<file path="src/rtl/mod_acc_ctrl_if.sv">
// mod_acc_ctrl_if: job request and accumulator-control bundle for mod_acc_ctrl.
//   master : job requester. Drives iValid/iData/iMod/iLen and observes everything else.
//   slave  : mod_acc_ctrl. Accepts the job and drives the operands, controls and status.
// Signals:
//   iValid / oReady          job handshake
//   iData, iMod, iLen        job fields, sampled on accept
//   oData, oMod              operands to the accumulator
//   oClr, oEn                accumulator clear/enable
//   oRemain                  enable cycles still to issue
//   oBusy, oDone, oErr       status
interface mod_acc_ctrl_if #(
  parameter int unsigned BITWIDTH = 32,
  parameter int unsigned LENWIDTH = 16
);
  logic                iValid;
  logic                oReady;
  logic [BITWIDTH-1:0] iData;
  logic [BITWIDTH-1:0] iMod;
  logic [LENWIDTH-1:0] iLen;
  logic [BITWIDTH-1:0] oData;
  logic [BITWIDTH-1:0] oMod;
  logic                oClr;
  logic                oEn;
  logic [LENWIDTH-1:0] oRemain;
  logic                oBusy;
  logic                oDone;
  logic                oErr;

  modport master (
    output iValid, iData, iMod, iLen,
    input  oReady, oData, oMod, oClr, oEn, oRemain, oBusy, oDone, oErr
  );

  modport slave (
    input  iValid, iData, iMod, iLen,
    output oReady, oData, oMod, oClr, oEn, oRemain, oBusy, oDone, oErr
  );
endinterface

</file>
<file path="src/rtl/mod_acc_ctrl.sv">
// mod_acc_ctrl: job sequencer in front of mod_accumulator.
// Accepts {data, mod, len}, validates it, then issues one clear cycle followed by exactly
// len enable cycles, and pulses oDone. Bad jobs (mod==0) pulse oErr and are dropped.
// Optional feature macro: MOD_ACC_CTRL_REDUCE_EN
//   defined   : data >= mod is reduced by repeated subtraction (REDUCE state) before CLEAR.
//   undefined : data >= mod is rejected with an oErr pulse.
// Ports:
//   iClk  clock, rising edge
//   iRst  synchronous active-high reset
//   bus   mod_acc_ctrl_if.slave (job handshake, accumulator operands/controls, status)
module mod_acc_ctrl #(
  parameter int unsigned BITWIDTH = 32,
  parameter int unsigned LENWIDTH = 16
) (
  input logic           iClk,
  input logic           iRst,
  mod_acc_ctrl_if.slave bus
);

  localparam logic [2:0] IDLE   = 3'd0;
  localparam logic [2:0] CLEAR  = 3'd2;
  localparam logic [2:0] RUN    = 3'd3;
  localparam logic [2:0] DONE   = 3'd4;
`ifdef MOD_ACC_CTRL_REDUCE_EN
  localparam logic [2:0] REDUCE = 3'd1;
`endif

  logic [2:0]          r_state, w_state_d;
  logic [BITWIDTH-1:0] r_data,  w_data_d;
  logic [BITWIDTH-1:0] r_mod,   w_mod_d;
  logic [LENWIDTH-1:0] r_remain, w_remain_d;
  logic                r_err,   w_err_d;
  logic                w_accept;

`ifdef MOD_ACC_CTRL_REDUCE_EN
  logic [BITWIDTH-1:0] w_diff;
  assign w_diff = r_data - r_mod;
`endif

  assign bus.oReady = (r_state == IDLE) && !iRst;
  assign w_accept   = bus.iValid && bus.oReady;

  always_comb begin
    w_state_d  = r_state;
    w_data_d   = r_data;
    w_mod_d    = r_mod;
    w_remain_d = r_remain;
    w_err_d    = 1'b0;
    case (r_state)
      IDLE: begin
        if (w_accept) begin
          if (bus.iMod == '0) begin
            // Rejected: operands keep the previous job's values.
            w_err_d = 1'b1;
          end else if (bus.iLen == '0) begin
            w_state_d = DONE;
            w_data_d  = bus.iData;
            w_mod_d   = bus.iMod;
          end else if (bus.iData >= bus.iMod) begin
`ifdef MOD_ACC_CTRL_REDUCE_EN
            w_state_d  = REDUCE;
            w_data_d   = bus.iData;
            w_mod_d    = bus.iMod;
            w_remain_d = bus.iLen;
`else
            w_err_d = 1'b1;
`endif
          end else begin
            w_state_d  = CLEAR;
            w_data_d   = bus.iData;
            w_mod_d    = bus.iMod;
            w_remain_d = bus.iLen;
          end
        end
      end
`ifdef MOD_ACC_CTRL_REDUCE_EN
      REDUCE: begin
        // Entry guarantees data >= mod, so every REDUCE cycle subtracts once; leave as soon
        // as the result drops below mod, giving floor(data/mod) cycles.
        w_data_d = w_diff;
        if (w_diff < r_mod) w_state_d = CLEAR;
      end
`endif
      CLEAR: w_state_d = RUN;
      RUN: begin
        if (r_remain == LENWIDTH'(1)) begin
          w_state_d  = DONE;
          w_remain_d = '0;
        end else begin
          w_remain_d = r_remain - LENWIDTH'(1);
        end
      end
      DONE: begin
        w_state_d  = IDLE;
        w_remain_d = '0;
      end
      default: w_state_d = IDLE;
    endcase
  end

  always_ff @(posedge iClk) begin
    if (iRst) begin
      r_state  <= IDLE;
      r_data   <= '0;
      r_mod    <= '0;
      r_remain <= '0;
      r_err    <= 1'b0;
    end else begin
      r_state  <= w_state_d;
      r_data   <= w_data_d;
      r_mod    <= w_mod_d;
      r_remain <= w_remain_d;
      r_err    <= w_err_d;
    end
  end

  assign bus.oData   = r_data;
  assign bus.oMod    = r_mod;
  assign bus.oRemain = r_remain;
  assign bus.oClr    = (r_state == CLEAR);
  assign bus.oEn     = (r_state == RUN);
  assign bus.oBusy   = (r_state != IDLE);
  assign bus.oDone   = (r_state == DONE);
  assign bus.oErr    = r_err;

endmodule

</file>
<file path="src/flat_wrapper.sv">
// flat-port wrapper written by rule: the top's interface ports become plain ports
module mod_acc_ctrl_flat 
#(
  parameter int unsigned BITWIDTH = 32,
  parameter int unsigned LENWIDTH = 16
)
  (iClk, iRst, bus_iValid, bus_iData, bus_iMod, bus_iLen, bus_oReady, bus_oData, bus_oMod, bus_oClr, bus_oEn, bus_oRemain, bus_oBusy, bus_oDone, bus_oErr);
  mod_acc_ctrl_if #(.BITWIDTH(BITWIDTH), .LENWIDTH(LENWIDTH)) bus_i ();
  input logic iClk;
  input logic iRst;
  input wire logic [$bits(bus_i.iValid)-1:0] bus_iValid;
  input wire logic [$bits(bus_i.iData)-1:0] bus_iData;
  input wire logic [$bits(bus_i.iMod)-1:0] bus_iMod;
  input wire logic [$bits(bus_i.iLen)-1:0] bus_iLen;
  output wire logic [$bits(bus_i.oReady)-1:0] bus_oReady;
  output wire logic [$bits(bus_i.oData)-1:0] bus_oData;
  output wire logic [$bits(bus_i.oMod)-1:0] bus_oMod;
  output wire logic [$bits(bus_i.oClr)-1:0] bus_oClr;
  output wire logic [$bits(bus_i.oEn)-1:0] bus_oEn;
  output wire logic [$bits(bus_i.oRemain)-1:0] bus_oRemain;
  output wire logic [$bits(bus_i.oBusy)-1:0] bus_oBusy;
  output wire logic [$bits(bus_i.oDone)-1:0] bus_oDone;
  output wire logic [$bits(bus_i.oErr)-1:0] bus_oErr;
  assign bus_i.iValid = bus_iValid;
  assign bus_i.iData = bus_iData;
  assign bus_i.iMod = bus_iMod;
  assign bus_i.iLen = bus_iLen;
  assign bus_oReady = bus_i.oReady;
  assign bus_oData = bus_i.oData;
  assign bus_oMod = bus_i.oMod;
  assign bus_oClr = bus_i.oClr;
  assign bus_oEn = bus_i.oEn;
  assign bus_oRemain = bus_i.oRemain;
  assign bus_oBusy = bus_i.oBusy;
  assign bus_oDone = bus_i.oDone;
  assign bus_oErr = bus_i.oErr;
  mod_acc_ctrl #(.BITWIDTH(BITWIDTH), .LENWIDTH(LENWIDTH)) u_core (.iClk(iClk), .iRst(iRst), .bus(bus_i));
endmodule
</file>
<file path="config.mk">
export PLATFORM = sky130hd
export DESIGN_NAME = mod_acc_ctrl_flat
export DESIGN_NICKNAME = d
export VERILOG_FILES = /design/src/rtl/mod_acc_ctrl_if.sv /design/src/rtl/mod_acc_ctrl.sv /design/src/flat_wrapper.sv
export SDC_FILE = /design/constraint.sdc
export NUM_CORES = 1
export LEC_CHECK = 0
export BUFFER_PORTS_ARGS = -buffer_cell sky130_fd_sc_hd__buf_2
export CAP_MARGIN = 25
export CORE_MARGIN = 1
export CORE_UTILIZATION = 54
export DETAILED_ROUTE_END_ITERATION = 7
export GPL_ROUTABILITY_DRIVEN = 0
export PLACE_DENSITY = 0.89
export SLEW_MARGIN = 20
export SYNTH_ARGS = -nofsm -noshare
export SYNTH_HDL_FRONTEND = slang
export SYNTH_SLANG_ARGS = --single-unit
</file>
<file path="constraint.sdc">
create_clock -name iClk -period 5.3 [get_ports iClk]
set_input_delay 1.59 -clock iClk [delete_from_list [all_inputs] [get_ports iClk]]
set_output_delay 1.59 -clock iClk [all_outputs]
set_load 0.02 [all_outputs]
</file>
# Word level (Yosys, flattened, before mapping)

Index checks and enable logic that the tools add are counted.
Widths: inputs -> output; s select.

Bits in latches: 0
Flip-flop bits (word level): 84
RAM bits: 0
Memories kept: 0
ROM bits: 0

Add/subtract/negate cells: 1
Bitwise operators: 3
Muxes and demuxes: 19
Multipliers: 0
Div/mod/pow operators: 0
Magnitude comparators: 1
Reductions and logical operators: 12
Equality and inequality tests: 11
Shifts and indexed selects: 0

Operators with widths:

| operator              | number |
|---|---|
| $mux 32               | 4 |
| $mux 16               | 5 |
| $pmux 16 s3           | 1 |
| $ge 32x32->1          | 1 |
| $logic_not 32->1      | 1 |
| $eq 16x1->1 const B   | 1 |
| $logic_not 16->1      | 1 |
| $sub 16x1->16 const B | 1 |
| $mux 3                | 5 |
| $pmux 3 s3            | 1 |
| $reduce_and 4->1      | 2 |
| $eq 3x2->1 const B    | 2 |
| $ne 2x1->1 const B    | 3 |
| $ne 2x2->1 const B    | 3 |
| $reduce_bool 3->1     | 2 |
| $reduce_and 5->1      | 1 |
| $eq 3x3->1 const B    | 1 |
| $logic_not 3->1       | 1 |
| $mux 1                | 3 |
| $ne 3x3->1 const B    | 1 |
| $not 1->1             | 3 |
| $reduce_or 3->1       | 1 |
| $logic_and 1x1->1     | 2 |
| $logic_not 1->1       | 1 |

# Logic depth before layout (Yosys ltp)

Depth in word-level cells: 6
Mapped depth: 11

# Worst setup path after synthesis

OpenSTA, ideal clock, no wires.

Path kind: input to register
From: input bus_iMod[14]
To: register u_core.r_remain[5], in the netlist u_core.bus.oRemain[5]
Setup slack: 1558 ps
Path buffers: 2
Stages: 11
Data required time: 5164 ps
Data arrival time: 3606 ps
Cells stage by stage: inv_1 -> ha_1 -> a21oi_1 -> nand2_1 -> a221oi_1 -> nor2_1 -> or4_1 -> buf_2 -> buf_2 -> a22oi_1 -> o32ai_2

Cells in the longest elaborated chain, start to end: 3

Ends and longest elaborated chain:

| element                                          | line                                   | text |
|---|---|---|
| start: declaration                               | flat_wrapper.sv:13                     | `input wire logic [$bits(bus_i.iMod)-1:0] bus_iMod;` |
| $ge 32x32->1 or $logic_not 32->1 (tied branches) | mod_acc_ctrl.sv:59, mod_acc_ctrl.sv:52 |  |
| $ne 2x2->1 (no source line)                      | --                                     |  |
| $reduce_and 5->1 (no source line) (*)            | --                                     |  |
| end signal: assignment                           | mod_acc_ctrl.sv:112                    | `r_remain <= w_remain_d;` |
| end: declaration                                 | mod_acc_ctrl.sv:31                     | `logic [LENWIDTH-1:0] r_remain, w_remain_d;` |

Every way passes the cells marked *; elsewhere a longest branch is shown, timed or not.
A chain may end at the register's enable or synchronous reset.

# Final worst setup path

From: input bus_iMod[29]
To: register u_core.r_remain[11], in the netlist u_core.bus.oRemain[11]

Same word-level chain as after synthesis.

==> impl_results.md <==
- Period minus WS final: 4204 ps
- DRT antenna net count: 0
- Ratio of cells with drive above 1 in the final layout: 28.28%
- Area grow syn2layout: 24.54%
- Fmax achieved: 0.2379 GHz
- Setup violators final: 0
- Clock network fraction of design power: 34.9%
- Initial antenna violation count: 0
- Synthesis Warnings: 0
- Synth Instances: 585
- Ys flop type: dfxtp_1
- Worst endpoint required time: 5580 ps
- CP Data Arrival Time: 4480 ps
- R2R Path Start: u_core.r_state[2]$_SDFFE_PP0P_
- Worst Hold Class: reg -> reg
- Max-cap violations: 0
- Number of detailed-route iterations in the first pass: 5
- Largest net degree at the start of global routing: 86
- 1st-iter DRT viols: 334
- DRC viols: 0
- Post-CTS setup buffer count: 0
- Crit path max-delay family: simple AND/OR/NAND/NOR gates
- Final Hold Viols: 0
- Core area: 0.008217 mm²
- Die area: 0.008872 mm²
- Worst slew pin tran: 916.9 ps
- Ant diodes: 0
- EDFF count, synth: 0
- Clk pin slew, worst setup/hold paths: 80 ps
- Die width: 94.19 µm
- Final period utilization: 79.31%
- Layout Nets: 844
- Leak Pwr: 2.621 nW
- Ys async rst share: 0%
- Setup TNS: 0 ps
- CP cell instances: buf_2, inv_1, ha_1, nand4_1, nor4_1, nand3_1, a21oi_1, or4_1, mux2_1, o22ai_1
- H-tree depth: 3
- Syn Nets: 702
- Clock Latency Late Sink: 370 ps
- All-Layer GR Usage: 32.23%
- Sequential share of power: 41.8%
- Fillers: 642
- Worst path buffer plus inverter count: 2
- IO Pins: 169
- First-pass GRT wire length: 22.51 mm
- Sw Ratio: 31.54%
- Dpl hpwl: 10.34 mm
- Commonest non-fill, non-tap cell in the layout: buf_2
- Distinct cell type count after synthesis: 51
- Post-Syn Area: 0.004589 mm²
- Worst Path Max Fanout: 18
- Worst slew margin: 38.87%
- CP max stage cell: or4_1
- CTS Buffer Depth: 2
- Status: complete, no violations
- Register area share after synthesis: 36.64%
- RSZ-0062 raised after global routing: false
- Pint: 1.121 mW
- DRT Wirelength: 14.26 mm
- Row count: 33
- Critical path type: in -> reg
- Hold path start: u_core.bus.oData[30]$_SDFFE_PP0P_
- Most frequent cells in the layout: 168 x buf_2, 85 x a21oi_1, 84 x dfxtp_1
- Max-slew violations: 0
- Peak VDD IR: 0.0001706 V
- TritonCTS buffer count: 9
- Power per Cell Area: 286.6 mW/mm²
- CTS Hold Buffers Added: 0
- Final Power: 1.638 mW
- Post-CTS sizing: 0
- Synthesized area per cell: 7.845 µm²
- Clock sinks: 84
- Total congestion overflow: 0
- CTS tree: built
- Final Skew: 7.597 ps
- Crit. Startpoint: bus_iMod[29]
- Worst setup SP type: input port
- DR vias/cell: 6.129
- Post-synthesis register bit count: 84
- Gate power share: 23.3%
- Net Sw Power: 516.7 µW
- Tightest hold margin: 473.2 ps
- Initial core utilization: 55.86%
- Die height: 94.19 µm
- Largest stage delay, worst path: 650 ps
- Vias in the first global route: 4792
- Post-placement setup slack: 828.8 ps
- Fin util: 69.56%
- Worst setup EP type: register
- Final Worst Setup Slack: 1096 ps
- Mean routed wirelength per cell: 17.04 µm
- Detailed-route via count: 5130
- Port buffer count: 168
- CTS root buffer: clkbuf_8
[worst reg2reg max path, delay by kind of cell (launching register included)]
family / cells / cell delay (ps)
flops: 1 / 350
compound gates: 1 / 280
simple gates: 6 / 1900
[cell type report]
cell class	instances	area [µm²]	share of cell area, %
inverters	43	161.4	2.824
clock buffers	10	137.6	2.408
repair buffers	175	905.9	15.85
flip-flops and latches	84	1682	29.42
well taps	105	131.4	2.299
clock inverters	6	111.4	1.948
multi-input cells	414	2586	45.25
[power by group through the flow]
stage	clock [mW]	sequential, mW	combinational (mW)
after floorplan	0	0.732	0.206
after global placement	0	0.697	0.359
after detailed placement	0	0.698	0.374
after CTS	0.571	0.684	0.376
after global routing	0.596	0.688	0.419
final	0.572	0.684	0.381
[stage by stage]
stage               cell area (µm²)  std cells
finish                         5715        837
global route                   5715        837
CTS                            5715        837
detailed placement             5466        821
global placement               5444        820
floorplan                      4589        585
[path summary, 6_finish.rpt]
path | to | slack (ps) | cells past startpoint
setup / recovery | u_core.bus.oRemain[11]$_SDFFE_PP0P_ | 1100 | 10
hold / removal | u_core.bus.oData[30]$_SDFFE_PP0P_ | 470 | 2
setup reg to reg | u_core.bus.oRemain[3]$_SDFFE_PP0P_ | 2670 | 7
hold reg to reg | u_core.bus.oData[30]$_SDFFE_PP0P_ | 470 | 2
[metal layers]
metal / vias to the layer above / global-route usage [%] / routed length (µm)
li1: 2424 / - / -
met1: 2383 / 39.92 / 5682
met2: 275 / 52.36 / 6788
met3: 48 / 9.466 / 1375
met4: 0 / 12.18 / 414
met5: - / 0 / 0
[synth_stat cells, drive strengths merged, types with 4 or more instances]
master  number  share of area [%]
clkbuf      33                2.7
ha          34                9.3
a31o         5               0.95
nand2       27                2.2
nand4        7               0.95
nor4        19                2.6
nor3        11                1.2
dfxtp       84                 37
and2         4               0.65
buf         11                1.2
a22oi        5               0.82
a221oi       6                1.6
nor2        13                1.2
a21oi       85                9.3
inv         43                3.5
o21ai       77                8.4
nand3       73                8.0
[logic make-up after synthesis]
kind of cell	Yosys count	synth area share, %
multiplexers	4	0.9269
AO/OA/AOI/OAI	200	25.14
buffers and inverters	87	7.415
AND/OR/NAND/NOR	170	19.47
adder cells (fa/ha/maj)	34	9.269
flip-flops	84	36.64
XOR/XNOR	6	1.145
[sequential cells by signal, indices dropped and copies added (netlist names)]
signal              cells
u_core.bus.oRemain     16
u_core.bus.oErr         1
u_core.bus.oData       32
u_core.bus.oMod        32
u_core.r_state          3
No activity file was read; power rests on OpenSTA's default activity.
